--- src/rtl/uart_pkg.sv ---
// uart_pkg: shared definitions for the UART transmit arbiter.
//   arb_state_t             - arbiter FSM state encoding
//   TIMEOUT_CYCLES_DEFAULT  - default idle budget inside a message
//   TO_W                    - width of the in-message idle counter
//   onehot_of()             - requester index to one-hot grant vector
package uart_pkg;

    typedef enum logic [1:0] {
        ST_IDLE    = 2'd0,
        ST_SEND    = 2'd1,
        ST_RELEASE = 2'd2,
        ST_HOLD    = 2'd3
    } arb_state_t;

    localparam int unsigned TIMEOUT_CYCLES_DEFAULT = 65535;
    localparam int          TO_W                   = 16;

    function automatic logic [1:0] onehot_of(input logic idx);
        return idx ? 2'b10 : 2'b01;
    endfunction

endpackage

--- src/rtl/uart_tx_arbiter.sv ---
// uart_tx_arbiter: shares one UART transmitter between two byte-stream
// requesters, arbitrating round-robin at message boundaries.
//
// Ports
//   clk, rst                 clock, synchronous active-high reset
//   reqN_valid/data/last     requester N offers a byte (last = end of message)
//   reqN_ready               one-cycle acceptance pulse for requester N
//   uart_txd                 byte presented to the UART (held when idle)
//   uart_enable_send         UART send request
//   uart_data_sent           UART completion flag
//   grant                    one-hot message owner, 2'b00 when none
//   busy                     high whenever the FSM is not in IDLE
//   timeout_err              one-cycle pulse when an idle owner is dropped
//
// Handshake: a requester holds valid/data/last stable until it observes
// reqN_ready=1; that registered pulse acknowledges the byte captured on the
// preceding clock edge, after which the requester may present its next byte.
// Byte transfer to the UART is a level handshake: enable_send stays high
// until data_sent is seen high, then the arbiter waits for data_sent to fall.
module uart_tx_arbiter
    import uart_pkg::*;
#(
    parameter int unsigned TIMEOUT_CYCLES = TIMEOUT_CYCLES_DEFAULT
) (
    input  logic       clk,
    input  logic       rst,
    input  logic       req0_valid,
    input  logic [7:0] req0_data,
    input  logic       req0_last,
    output logic       req0_ready,
    input  logic       req1_valid,
    input  logic [7:0] req1_data,
    input  logic       req1_last,
    output logic       req1_ready,
    output logic [7:0] uart_txd,
    output logic       uart_enable_send,
    input  logic       uart_data_sent,
    output logic [1:0] grant,
    output logic       busy,
    output logic       timeout_err
);

    localparam logic [TO_W-1:0] TO_LAST = TO_W'(TIMEOUT_CYCLES - 1);

    arb_state_t      state;
    logic            prio1;    // 1: requester 1 wins a tie in IDLE
    logic            last_q;   // captured byte ends the message
    logic            armed;    // data_sent has been low since this byte was captured
    logic [TO_W-1:0] to_cnt;

    logic       win_idx;
    logic [7:0] win_data;
    logic       win_last;
    logic       own_idx;
    logic       own_valid;
    logic [7:0] own_data;
    logic       own_last;

    // Tie goes to the requester that was not granted last.
    always_comb begin
        win_idx = req1_valid;
        if (req0_valid && req1_valid) begin
            win_idx = prio1;
        end
        win_data = win_idx ? req1_data : req0_data;
        win_last = win_idx ? req1_last : req0_last;
    end

    always_comb begin
        own_idx   = grant[1];
        own_valid = own_idx ? req1_valid : req0_valid;
        own_data  = own_idx ? req1_data  : req0_data;
        own_last  = own_idx ? req1_last  : req0_last;
    end

    always_ff @(posedge clk) begin
        if (rst) begin
            state            <= ST_IDLE;
            prio1            <= 1'b0;
            last_q           <= 1'b0;
            armed            <= 1'b0;
            to_cnt           <= '0;
            grant            <= 2'b00;
            busy             <= 1'b0;
            uart_txd         <= 8'h00;
            uart_enable_send <= 1'b0;
            req0_ready       <= 1'b0;
            req1_ready       <= 1'b0;
            timeout_err      <= 1'b0;
        end else begin
            req0_ready  <= 1'b0;
            req1_ready  <= 1'b0;
            timeout_err <= 1'b0;
            case (state)
                ST_IDLE: begin
                    if (req0_valid || req1_valid) begin
                        grant            <= onehot_of(win_idx);
                        prio1            <= ~win_idx;
                        uart_txd         <= win_data;
                        last_q           <= win_last;
                        armed            <= ~uart_data_sent;
                        req0_ready       <= ~win_idx;
                        req1_ready       <= win_idx;
                        uart_enable_send <= 1'b1;
                        busy             <= 1'b1;
                        state            <= ST_SEND;
                    end
                end
                ST_SEND: begin
                    // A data_sent level left over from an abandoned byte must
                    // drop once before it can complete this one.
                    if (uart_data_sent && armed) begin
                        uart_enable_send <= 1'b0;
                        state            <= ST_RELEASE;
                    end else if (!uart_data_sent) begin
                        armed <= 1'b1;
                    end
                end
                ST_RELEASE: begin
                    if (!uart_data_sent) begin
                        if (last_q) begin
                            grant <= 2'b00;
                            busy  <= 1'b0;
                            state <= ST_IDLE;
                        end else begin
                            to_cnt <= '0;
                            state  <= ST_HOLD;
                        end
                    end
                end
                ST_HOLD: begin
                    if (own_valid) begin
                        uart_txd         <= own_data;
                        last_q           <= own_last;
                        armed            <= ~uart_data_sent;
                        req0_ready       <= ~own_idx;
                        req1_ready       <= own_idx;
                        uart_enable_send <= 1'b1;
                        state            <= ST_SEND;
                    end else if (to_cnt == TO_LAST) begin
                        timeout_err <= 1'b1;
                        grant       <= 2'b00;
                        busy        <= 1'b0;
                        to_cnt      <= '0;
                        state       <= ST_IDLE;
                    end else begin
                        to_cnt <= to_cnt + 1'b1;
                    end
                end
                default: state <= ST_IDLE;
            endcase
        end
    end

endmodule

--- config.mk ---
export PLATFORM = sky130hd
export DESIGN_NAME = uart_tx_arbiter
export DESIGN_NICKNAME = d
export VERILOG_FILES = /design/src/rtl/uart_pkg.sv /design/src/rtl/uart_tx_arbiter.sv
export SDC_FILE = /design/constraint.sdc
export NUM_CORES = 1
export LEC_CHECK = 0
export CAP_MARGIN = 20
export CELL_PAD_IN_SITES_DETAIL_PLACEMENT = 0
export CELL_PAD_IN_SITES_GLOBAL_PLACEMENT = 1
export CORE_UTILIZATION = 38
export DETAILED_ROUTE_END_ITERATION = 16
export PLACE_DENSITY_LB_ADDON = 0.25
export REMOVE_ABC_BUFFERS = 1
export SLEW_MARGIN = 20
export SYNTH_ARGS = -nofsm -noshare
export SYNTH_HDL_FRONTEND = slang
export SYNTH_SLANG_ARGS = --single-unit
--- constraint.sdc ---
create_clock -name clk -period 2.38 [get_ports clk]
set_clock_uncertainty 0.2 [all_clocks]
set_input_delay 0.476 -clock clk [delete_from_list [all_inputs] [get_ports clk]]
set_output_delay 0.476 -clock clk [all_outputs]
set_load 0.03 [all_outputs]
# Word-level counts from Yosys, hierarchy flattened
# Index checks and enable logic that the tools add are counted.
# word_totals
register_bits	36
# classes
n_addsub	1
n_eq_ne	15
n_mux	51
bitwise	4
n_reduce_logical	16
# op_table
operator	count
two-way mux 16 bit	4
two-way mux 8 bit	4
one-hot mux 16 bit (2 select lines)	1
two-way mux 1 bit	22
two-way mux 2 bit	11
inequality test 2 bit (second input constant)	10
adder 16 x 1 -> 16 bit (second input constant)	1
equality test 16 bit (second input constant)	1
one-hot mux 8 bit (2 select lines)	1
AND reduction 4 bit	3
one-hot mux 1 bit (3 select lines)	3
one-hot mux 2 bit (4 select lines)	1
one-hot mux 1 bit (2 select lines)	3
one-hot mux 2 bit (3 select lines)	1
AND reduction 6 bit	1
nonzero test 3 bit	2
AND reduction 5 bit	1
equality test 2 bit (second input constant)	2
NOT 1 bit	4
nonzero test 2 bit	2
inequality test 3 bit (second input constant)	1
AND reduction 3 bit	1
OR reduction 3 bit	1
equality test 2 x 1 -> 1 bit (second input constant)	1
other kinds (4)	5

# Logic depth before layout (Yosys ltp)
# Gate-level depths: netlist of the first run.
# depth
ltp_word	5
depth_mapped	8
depth_no_buf	7

# Least setup slack after synthesis of the first run
# No wires, ideal clock.
# synth_path
kind	flip-flop to flip-flop
from	reg grant[1]
to	reg to_cnt[10]
setup_time_ns	0.062
arrival_ns	1.925
required_time_ns	2.118
slack_ns	0.193
path_stages_with_launch	7
n_path_buf	1
synth_period_minus_slack_ns	2.187
cell_sequence	dfxtp_1 -> mux2i_4 -> nand3_1 -> nand2b_1 -> buf_2 -> or4_1 -> nand3_1
# synth_via
elab_chain_cells	3
# synth_rtl
element	line_no	rtl
start: declaration	uart_tx_arbiter.sv:38	output logic [1:0] grant,
start signal: assignment	uart_tx_arbiter.sv:97	grant <= onehot_of(win_idx);
two-way mux 1 bit	uart_tx_arbiter.sv:71	own_valid = own_idx ? req1_valid : req0_valid;
inequality test 2 bit (no source line)	--	
AND reduction 4 bit (no source line)	--	
end signal: assignment	uart_tx_arbiter.sv:147	to_cnt <= to_cnt + 1'b1;
end: declaration	uart_tx_arbiter.sv:49	logic [TO_W-1:0] to_cnt;
# No other way between the ends.
# A chain may end at the register's enable or synchronous reset.

# Final worst setup path of the first run
# layout_path
from	reg state[0]
to	reg to_cnt[7]
# layout_via
elab_chain_cells	3
# layout_rtl
element	line_no	rtl
start: declaration	uart_tx_arbiter.sv:45	arb_state_t state;
start signal: assignment	uart_tx_arbiter.sv:78	state <= ST_IDLE;
start signal: assignment	uart_tx_arbiter.sv:106	state <= ST_SEND;
start signal: assignment	uart_tx_arbiter.sv:114	state <= ST_RELEASE;
equality test 2 bit	uart_tx_arbiter.sv:94	case (state)
inequality test 2 bit (no source line) or nonzero test 2 bit (tied branches)	--	
AND reduction 4 bit (no source line)	--	
# Parallel ways exist; a longest one is shown, timed or not.

==> flow_metrics.tcl, run 1 <==
set metrics [dict create \
    cts_setup_buffers 0 \
    drt_pass1_iterations 4 \
    grt_pass1_wl_um 8070 \
    wl_per_cell_um 13.1 \
    routed_wl_um 4690 \
    chipHeight_um 73.6 \
    syn_to_final_growth_pct 36.4 \
    dp_hpwl_um 3350 \
    htreeDepth 2 \
    drtIter0Drc 61 \
    relSlewSlack 0.673 \
    path_class "reg -> reg" \
    antenna_left 0 \
    cp-endpoint "to_cnt[7]" \
    max_slew.worst_pin.slew_ns 0.490 \
    hold_buffers 0 \
    num_antenna_cells 0 \
    p_leak_uw 0.000995 \
    critPathRequiredTime_ns 2.41 \
    dr_total_vias 1897 \
    synth_seq_area_share 0.370 \
    port_buffers 37 \
    timing.fmax_mhz 458 \
    clock_latency_ns 0.30 \
    multi_input_area_mm2 0.00116 \
    p_sw_uw 891 \
    start_util 0.405 \
    p_sw_frac 0.372 \
    synthCells 235 \
    core.rowCount 25 \
    hold_class "reg -> reg" \
    core_mm2 0.00482 \
    cts_buffer_depth 2 \
    pre_cts_ws_ns -0.0816 \
    seq_area_um2 722 \
    grt_pass1_vias 1705 \
    synth_warnings 0 \
    cts_tree "built" \
    antenna_found_initial 0 \
    ys.flop_type "dfxtp_1" \
    p_seq_frac 0.335 \
    ys_types 45 \
    io_pins 38 \
    drc 0 \
    cp_max_fo 7 \
    rsz0062_at_grt "false" \
    power.internal_uw 1500 \
    rr_worst_depth 8 \
    r2r_end "to_cnt[7]" \
    setup_viol_count_final 0 \
    synth.ff_latch_count 36 \
    peakVddDrop_uv 510 \
    setup_slack_ns 0.195 \
    track_usage 0.195 \
    reg2reg_slack_ns 0.20 \
    syn-cell-area_mm2 0.00195 \
    cp_data_arrival_time_ns 2.21 \
    finalCriticalPeriod_ns 2.18 \
    worstSetupStartpoint "state[0]" \
    grt_max_degree 37 \
    synth_edf_count 0 \
    clockRootBuffer "clkbuf_8" \
    post-route-util 0.552 \
    fin_nets 321 \
    finalCritPeriodShare 0.918 \
    n_fill_cell 476 \
    viasPerCell 5.28 \
    report.final.slew_viol_count 0 \
    power_density_mw_per_mm2 900 \
    holdWs_ns 0.262 \
    drive_above_1_share 0.130 \
    dieArea_mm2 0.00542 \
    power_frac_comb 0.428 \
    status "completed" \
    gp_congestion 0.788 \
    hold_violations 0 \
    grt_overflow 0 \
    cts-resized-gates 0 \
    avgSynthCellArea_um2 8.30 \
    clock_power_share 0.237 \
    clk_pin_slew_worst_paths_ns 0.08 \
    cts.sinks 36 \
    async_reset_ff_frac 0 \
    endpoint_kind "register" \
    cap_violations 0 \
    die_w_um 73.6 \
    cts_buffers 5 \
    tns_ns 0 \
    worst_setup_path_start_kind "register" \
    r2r-start "state[0]" \
]
metrics by stage:
stage | total power [uW] | instance area, um^2 | std cells
2_1_floorplan | 1420 | 1890 | 223
3_3_place_gp | 1840 | 2540 | 351
3_5_place_dp | 1840 | 2540 | 351
4_1_cts | 2420 | 2650 | 359
5_1_grt | 2560 | 2660 | 359
6_report | 2390 | 2660 | 359
layer usage:
metal,up-vias,GRT usage,share of wire
met4,0,0.0641,0.0083
met1,855,0.267,0.50
met3,3,0.0713,0.068
met2,47,0.282,0.42
met5,-,0,0
li1,992,-,-
synthesized netlist by cell type, types with 3 or more instances:
library cell / number / share of area
a211oi_1: 10 / 0.039
a21oi_1: 14 / 0.036
a31oi_1: 7 / 0.022
and3_1: 5 / 0.016
buf_2: 4 / 0.010
clkbuf_1: 7 / 0.013
dfxtp_1: 36 / 0.37
ha_1: 7 / 0.045
inv_1: 5 / 0.0096
mux2i_1: 9 / 0.046
nand2_1: 27 / 0.052
nand2b_1: 3 / 0.0096
nand3_1: 10 / 0.026
nand3b_1: 3 / 0.012
nand4_1: 9 / 0.029
nor2_1: 21 / 0.040
nor2b_1: 4 / 0.013
nor3b_1: 3 / 0.012
nor4_1: 5 / 0.016
o21ai_0: 3 / 0.0077
o21ai_1: 6 / 0.015
or3_1: 8 / 0.026
or4_1: 3 / 0.012
layout make-up:
cell class | instances | area share
multi-input combinational | 182 | 0.435
sequential | 36 | 0.272
timing repair buffer | 61 | 0.212
tap | 67 | 0.0315
clock buffer | 5 | 0.0259
clock inverter | 3 | 0.0174
inverter | 5 | 0.00706
worst min path at each step:
stage               slack, ns  cells after the start       start           to
global route             0.29                      1        busy         busy
global placement         0.23                      1        busy         busy
CTS                      0.27                      1        busy         busy
floorplan                0.26                      2  to_cnt[15]  timeout_err
finish                   0.26                      1        busy         busy
detailed placement       0.24                      1        busy         busy
worst max-delay path, cell delays in order (launching register included):
cell and delay, ns:
dfxtp_1 0.36, inv_1 0.10, ha_1 0.28, o21ai_0 0.12, nand3_1 0.12, nand2b_2 0.24
buf_4 0.17, or3_1 0.34, a31oi_1 0.17
state kept, by name, indices dropped and copies added, names as in the netlist:
register,cells
armed,1
state,2
uart_enable_send,1
req0_ready,1
to_cnt,16
uart_txd,8
prio1,1
grant,2
timeout_err,1
busy,1
req1_ready,1
last_q,1
logic make-up after synthesis:
logic type / share of synthesized area
AND/OR/NAND/NOR: 0.299
AO/OA/AOI/OAI: 0.189
flip-flops: 0.370
buffers and inverters: 0.0392
multiplexers: 0.0578
adder cells (fa/ha/maj): 0.0449
power by group through the flow:
stage | Combinational (uW) | Sequential (uW) | Clock, uW
3_5_place_dp | 1030 | 813 | 0
3_3_place_gp | 1030 | 811 | 0
5_1_grt | 1130 | 817 | 611
6_report | 1030 | 802 | 567
2_1_floorplan | 449 | 972 | 0
4_1_cts | 1030 | 802 | 581
placed cells by master, fill, tap and decap left out, drive strengths merged, types with 2 or more instances in the layout:
cell type / synthesis / layout
nand4b: 2 / 2
or3: 8 / 8
inv: 5 / 6
a21oi: 14 / 14
nand3: 10 / 10
nand2: 27 / 27
nor4: 6 / 6
nor2: 21 / 21
nand3b: 3 / 3
nor3b: 3 / 3
a211oi: 10 / 10
buf: 5 / 24
nand4: 10 / 10
nor2b: 4 / 4
ha: 7 / 7
or4: 4 / 4
o22ai: 2 / 2
a31oi: 7 / 7
clkdlybuf4s50: 0 / 37
nor3: 2 / 2
dfxtp: 36 / 36
a31o: 2 / 2
mux2i: 10 / 10
nand2b: 3 / 3
o21ai: 9 / 9
and3: 5 / 5
clkbuf: 7 / 5
Power figures use the tool's default switching activity.
==> run 2, diff against run 1 <==
Settings changed: CORE_UTILIZATION 38 to 34.
Clock period 2.38 ns to 1.9 ns, I/O delays scaled along.
==> run 2 against run 1 <==
The flow now finishes with violations (setup timing). Non-clock buffer count up 45. Critical path depth rose by 1. Register-to-register slack got worse by 0.30 ns. Maximum frequency is 9.1% higher. Core utilization increased by 3.6 points. Worst hold slack improved by 0.017 ns. Worst setup slack lost 0.30 ns. Routed wire length up 19%. Sequential share of layout area fell by 4.6 points. Clock power is 1% higher. Largest cell class unchanged. Largest power group unchanged.
==> flow_metrics.tcl, run 2 (same netlist as run 1, synthesis figures left out) <==
set metrics [dict create \
    placed_cell_area_mm2 0.00284 \
    grt_max_degree 15 \
    r2r-start "to_cnt[0]" \
    cts_buffers 5 \
    drtIter0Drc 89 \
    fin_nets 366 \
    cap_violations 0 \
    setup_slack_ns -0.103 \
    endpoint_kind "register" \
    viasPerCell 5.22 \
    wl_met2_um 2810 \
    crit_buf_inv 3 \
    grt_pass1_wl_um 9200 \
    rr_worst_depth 9 \
    start_util 0.354 \
    hold_violations 0 \
    routed_wl_um 5590 \
    hold_end "uart_enable_send" \
    wl_met1_um 2460 \
    wl_per_cell_um 13.7 \
    p_leak_uw 0.00140 \
    report.final.slew_viol_count 0 \
    dieArea_mm2 0.00604 \
    peakVddDrop_uv 623 \
    antenna_left 0 \
    htreeDepth 2 \
    highest_layer "met4" \
    max_slew.worst_pin.slew_ns 0.439 \
    min_from "uart_enable_send" \
    drive_above_1_share 0.359 \
    clock_power_share 0.177 \
    p_sw_uw 1240 \
    finalCritPeriodShare 1.05 \
    core.rowCount 27 \
    drt_pass1_iterations 4 \
    clock_latency_ns 0.29 \
    hold_class "reg -> reg" \
    power.internal_uw 2000 \
    reg.largest.list "to_cnt (16), uart_txd (8)" \
    grt_pass1_vias 2012 \
    wl_met3_um 270 \
    power_density_mw_per_mm2 1000 \
    cp_data_arrival_time_ns 1.98 \
    slowest_stage "or4_4" \
    multi_input_area_mm2 0.00134 \
    regMostFlops "to_cnt" \
    place_inst 395 \
    chipHeight_um 77.7 \
    hold_path_depth 2 \
    crit_path_max_incr_delay_ns 0.50 \
    gp_congestion 0.841 \
    clockRootBuffer "clkbuf_8" \
    antenna_found_initial 0 \
    setup_viol_count_final 16 \
    num_antenna_cells 0 \
    dr_total_vias 2133 \
    syn_to_final_growth_pct 66.2 \
    cp_common_cell "buf_6" \
    design_area_mm2 0.00324 \
    relSlewSlack 0.706 \
    p_seq_frac 0.309 \
    largest_reg_flops 16 \
    path_class "reg -> reg" \
    n_fill_cell 543 \
    reg2reg_slack_ns -0.10 \
    grt_overflow 0 \
    seq_area_um2 732 \
    crit_family "simple AND/OR/NAND/NOR gates" \
    clk_pin_slew_worst_paths_ns 0.08 \
    violations "setup timing" \
    port_buffers 37 \
    status "finished with violations" \
    timing.fmax_mhz 499 \
    cts_tree "built" \
    finalCriticalPeriod_ns 2.00 \
    drc 0 \
    io_pins 38 \
    core_mm2 0.00551 \
    dp_hpwl_um 4040 \
    critPathRequiredTime_ns 1.88 \
    mostFrequentLayoutCell "buf_4" \
    pre_cts_ws_ns -0.474 \
    layout_common_cells "buf_4 (58), dfxtp_1 (29), nand2_1 (25), clkdlybuf4s50_1 (21), nor2_1 (18)" \
    track_usage 0.189 \
    r2r_end "to_cnt[3]" \
    cts_buffer_depth 2 \
    p_sw_frac 0.382 \
    rsz0062_at_grt "true" \
    fin_cells 409 \
    worstPathCellList "inv_2, ha_4, nand4_1, or4_4, buf_6, nand2b_4, buf_6, or3_1, a31oi_1" \
    cp_max_fo 5 \
    cts.sinks 36 \
    die_w_um 77.7 \
    worst_setup_path_start_kind "register" \
    power_frac_comb 0.514 \
]
-- run 2: changes by cell type in the layout (fill, tap and decap cells not counted), moves of 4 or more --
cell,previous run,this run
buf_4,23,58
dfxtp_1,35,29
a21oi_1,14,10
dlymetal6s2s_1,0,8
buf_6,0,9
dfxtp_2,1,6
clkdlybuf4s50_1,37,21
dlygate4sd2_1,0,8
-- run 2: worst max-delay path by stage --
stage	to	start	cells past startpoint	slack, ns
2_1_floorplan	to_cnt[11]	grant[1]	5	-0.36
3_3_place_gp	state[0]	req0_valid	6	-0.44
3_5_place_dp	to_cnt[3]	req0_valid	7	-0.47
4_1_cts	to_cnt[3]	to_cnt[0]	9	-0.1
5_1_grt	to_cnt[7]	to_cnt[0]	9	-0.18
6_report	to_cnt[3]	to_cnt[0]	9	-0.10
-- run 2: worst min-delay path, delay by kind of cell, from the launching register on --
family | cells | cell delay (ns)
DFF | 1 | 0.32
AOI/OAI and AO/OA | 1 | 0.06
and+or+nand+nor | 1 | 0.07
-- run 2: routing by layer --
metal,up-vias,global-route usage
met2,40,0.328
met5,-,0
met3,5,0.0471
li1,1076,-
met1,1012,0.234
met4,0,0.0434
-- run 2: layout make-up --
type                            count  area share
Tap cell                           72      0.0278
Inverter                            5     0.00579
Clock buffer                        7      0.0267
Clock inverter                      1     0.00232
Timing Repair Buffer              106       0.297
Multi-Input combinational cell    182       0.414
Sequential cell                    36       0.226
-- run 2: metrics by stage --
| step | hold WS (ns) | utilization | TNS (ns) | power [uW] |
|---|---|---|---|---|
| finish | 0.279 | 0.588 | -1.10 | 3240 |
| detailed placement | 0.273 | 0.515 | -10.44 | 2450 |
| global route | 0.308 | 0.588 | -2.60 | 3460 |
| global placement | 0.261 | 0.515 | -9.62 | 2440 |
| CTS | 0.290 | 0.554 | -0.930 | 3100 |
| floorplan | 0.249 | - | -5.53 | 1780 |
-- run 2: repair_timing --
item                       in CTS  in global routing
cloned                          1                  2
resized for setup              39                 41
setup endpoints to repair      37                 39
pin swaps                      15                 11
setup buffers                   4                  0
hold buffers                    0                  0
-- run 2: power groups by stage --
stage	clock, uW	sequential, uW	combinational (uW)
2_1_floorplan	0	1220	562
3_3_place_gp	0	1000	1440
3_5_place_dp	0	1010	1450
4_1_cts	596	1000	1500
5_1_grt	630	1020	1810
6_report	574	1000	1670
==> run 3, diff against run 2 <==
Settings changed: PLACE_DENSITY set to 0.8, PLACE_DENSITY_LB_ADDON 0.25 to unset, SETUP_SLACK_MARGIN set to 0.15.
==> run 3 against run 2 <==
The flow still finishes with violations (setup timing). Via count up 7.9%. Global-route usage up 3.1 points. Register-to-register slack worse by 0.02 ns. Sequential power up 4%. Non-clock buffer count up 17. First-iteration DRC count up 7.9%. Power up 38%. Critical path depth down 2. Combinational power up 47%. Maximum frequency down 0.90%. Core utilization up 9.7 points. Die area unchanged.
==> flow_metrics.tcl, run 3 (same netlist as run 1, synthesis figures left out) <==
set metrics [dict create \
    drc 0 \
    viasPerCell 5.40 \
    worstSetupStartpoint "to_cnt[9]" \
    antenna_left 0 \
    layout_common_cells "buf_4 (58), dfxtp_1 (26), nand2_1 (24), buf_6 (21), clkdlybuf4s50_1 (19)" \
    reg.largest.list "to_cnt (16), uart_txd (8)" \
    worstPathCellList "nand4_1, buf_4, nor4_4, buf_4, o21ai_4, or3_1, a21oi_2" \
    power_frac_comb 0.550 \
    gp_congestion 0.828 \
    core_mm2 0.00551 \
    clockRootBuffer "clkbuf_8" \
    mostFrequentLayoutCell "buf_4" \
    wl_per_cell_um 16.8 \
    grt_pass1_vias 2220 \
    finalCritPeriodShare 1.06 \
    violations "setup timing" \
    report.final.slew_viol_count 0 \
    endpoint_kind "register" \
    max_slew.worst_pin.slew_ns 0.347 \
    power_density_mw_per_mm2 1180 \
    p_seq_frac 0.233 \
    grt_pass1_wl_um 10400 \
    worst_setup_path_start_kind "register" \
    cts_buffers 5 \
    die_w_um 77.7 \
    antenna_found_initial 0 \
    n_fill_cell 404 \
    start_util 0.354 \
    multi_input_area_mm2 0.00159 \
    routed_wl_um 7150 \
    crit_family "simple AND/OR/NAND/NOR gates" \
    fin_nets 383 \
    p_sw_frac 0.371 \
    track_usage 0.220 \
    setup_slack_ns -0.121 \
    hold_violations 0 \
    dr_total_vias 2301 \
    tns_ns -0.698 \
    cts.sinks 36 \
    status "finished with violations" \
    dieArea_mm2 0.00604 \
    hold_class "reg -> reg" \
    p_sw_uw 1660 \
    drive_above_1_share 0.492 \
    rsz0062_at_grt "true" \
    relSlewSlack 0.768 \
    crit_path_max_incr_delay_ns 0.36 \
    regMostFlops "to_cnt" \
    port_buffers 37 \
    cp_max_fo 4 \
    clock_latency_ns 0.30 \
    slowest_stage "or3_1" \
    clk_pin_slew_worst_paths_ns 0.08 \
    cts_tree "built" \
    seq_area_um2 736 \
    io_pins 38 \
    grt_max_degree 13 \
    largest_reg_flops 16 \
    htreeDepth 2 \
    dp_hpwl_um 3950 \
    syn_to_final_growth_pct 93.6 \
    setup_viol_count_final 17 \
    cts_buffer_depth 2 \
    fin_total_pwr_uw 4470 \
    cap_violations 0 \
    timing.fmax_mhz 495 \
    finalCriticalPeriod_ns 2.02 \
    clock_power_share 0.216 \
    r2r-start "to_cnt[9]" \
    chipHeight_um 77.7 \
    path_class "reg -> reg" \
    drtIter0Drc 96 \
    cp_common_cell "buf_4" \
    grt_overflow 0 \
    crit_buf_inv 2 \
    drt_pass1_iterations 4 \
    core.rowCount 27 \
    peakVddDrop_uv 1240 \
    cp_data_arrival_time_ns 2.06 \
    min_from "busy" \
    post-route-util 0.686 \
    num_antenna_cells 0 \
    critPathRequiredTime_ns 1.94 \
    power.internal_uw 2810 \
    p_leak_uw 0.00152 \
    hold_buffers 0 \
]
## run 3: area by class of cell
type | instances | share of cell area
Inverter | 5 | 0.00497
Timing Repair Buffer | 123 | 0.313
Multi-Input combinational cell | 182 | 0.422
Clock inverter | 3 | 0.0239
Sequential cell | 36 | 0.195
Tap cell | 72 | 0.0239
Clock buffer | 5 | 0.0182
## run 3: layer usage
layer	wire (um)	GRT usage	vias to the layer above
met1	2890	0.252	1100
met4	159	0.0774	0
met3	306	0.0494	15
met2	3800	0.397	66
met5	0	0	-
li1	-	-	1120
## run 3: timing repair
action | CTS | global route
resized for setup | 112 | 40
endpoints found under the setup margin | 48 | 35
cloned | 3 | 0
pin swaps | 45 | 24
buffers inserted | 16 | 2
## run 3: final timing paths
kind | cells past startpoint | slack [ns] | end
hold reg to reg | 1 | 0.28 | busy
setup / recovery | 7 | -0.12 | state[1]
setup reg to reg | 7 | -0.12 | state[1]
hold / removal | 1 | 0.28 | busy
## run 3: worst register-to-register path, stage by stage, from the launching register on
cell,delay [ns]
dfxtp_2,0.35
nand4_1,0.20
buf_4,0.22
nor4_4,0.24
buf_4,0.18
o21ai_4,0.09
or3_1,0.36
a21oi_2,0.13
## run 3: per-stage QoR
step / cells / hold slack, ns / cell area (um^2) / setup slack [ns]
after floorplan: 223 / 0.249 / 1890 / -0.365
after global placement: 397 / 0.258 / 2870 / -0.362
after detailed placement: 397 / 0.248 / 2870 / -0.404
after CTS: 424 / 0.273 / 3590 / -0.0647
after global routing: 426 / 0.317 / 3770 / -0.176
final: 426 / 0.275 / 3770 / -0.121
## run 3: power by group through the flow
stage	Combinational (uW)	Clock, uW	Sequential (uW)
after global routing	2590	1020	1060
final	2460	968	1040
after CTS	2180	965	1020
after global placement	1480	0	999
after detailed placement	1490	0	1000
after floorplan	562	0	1220
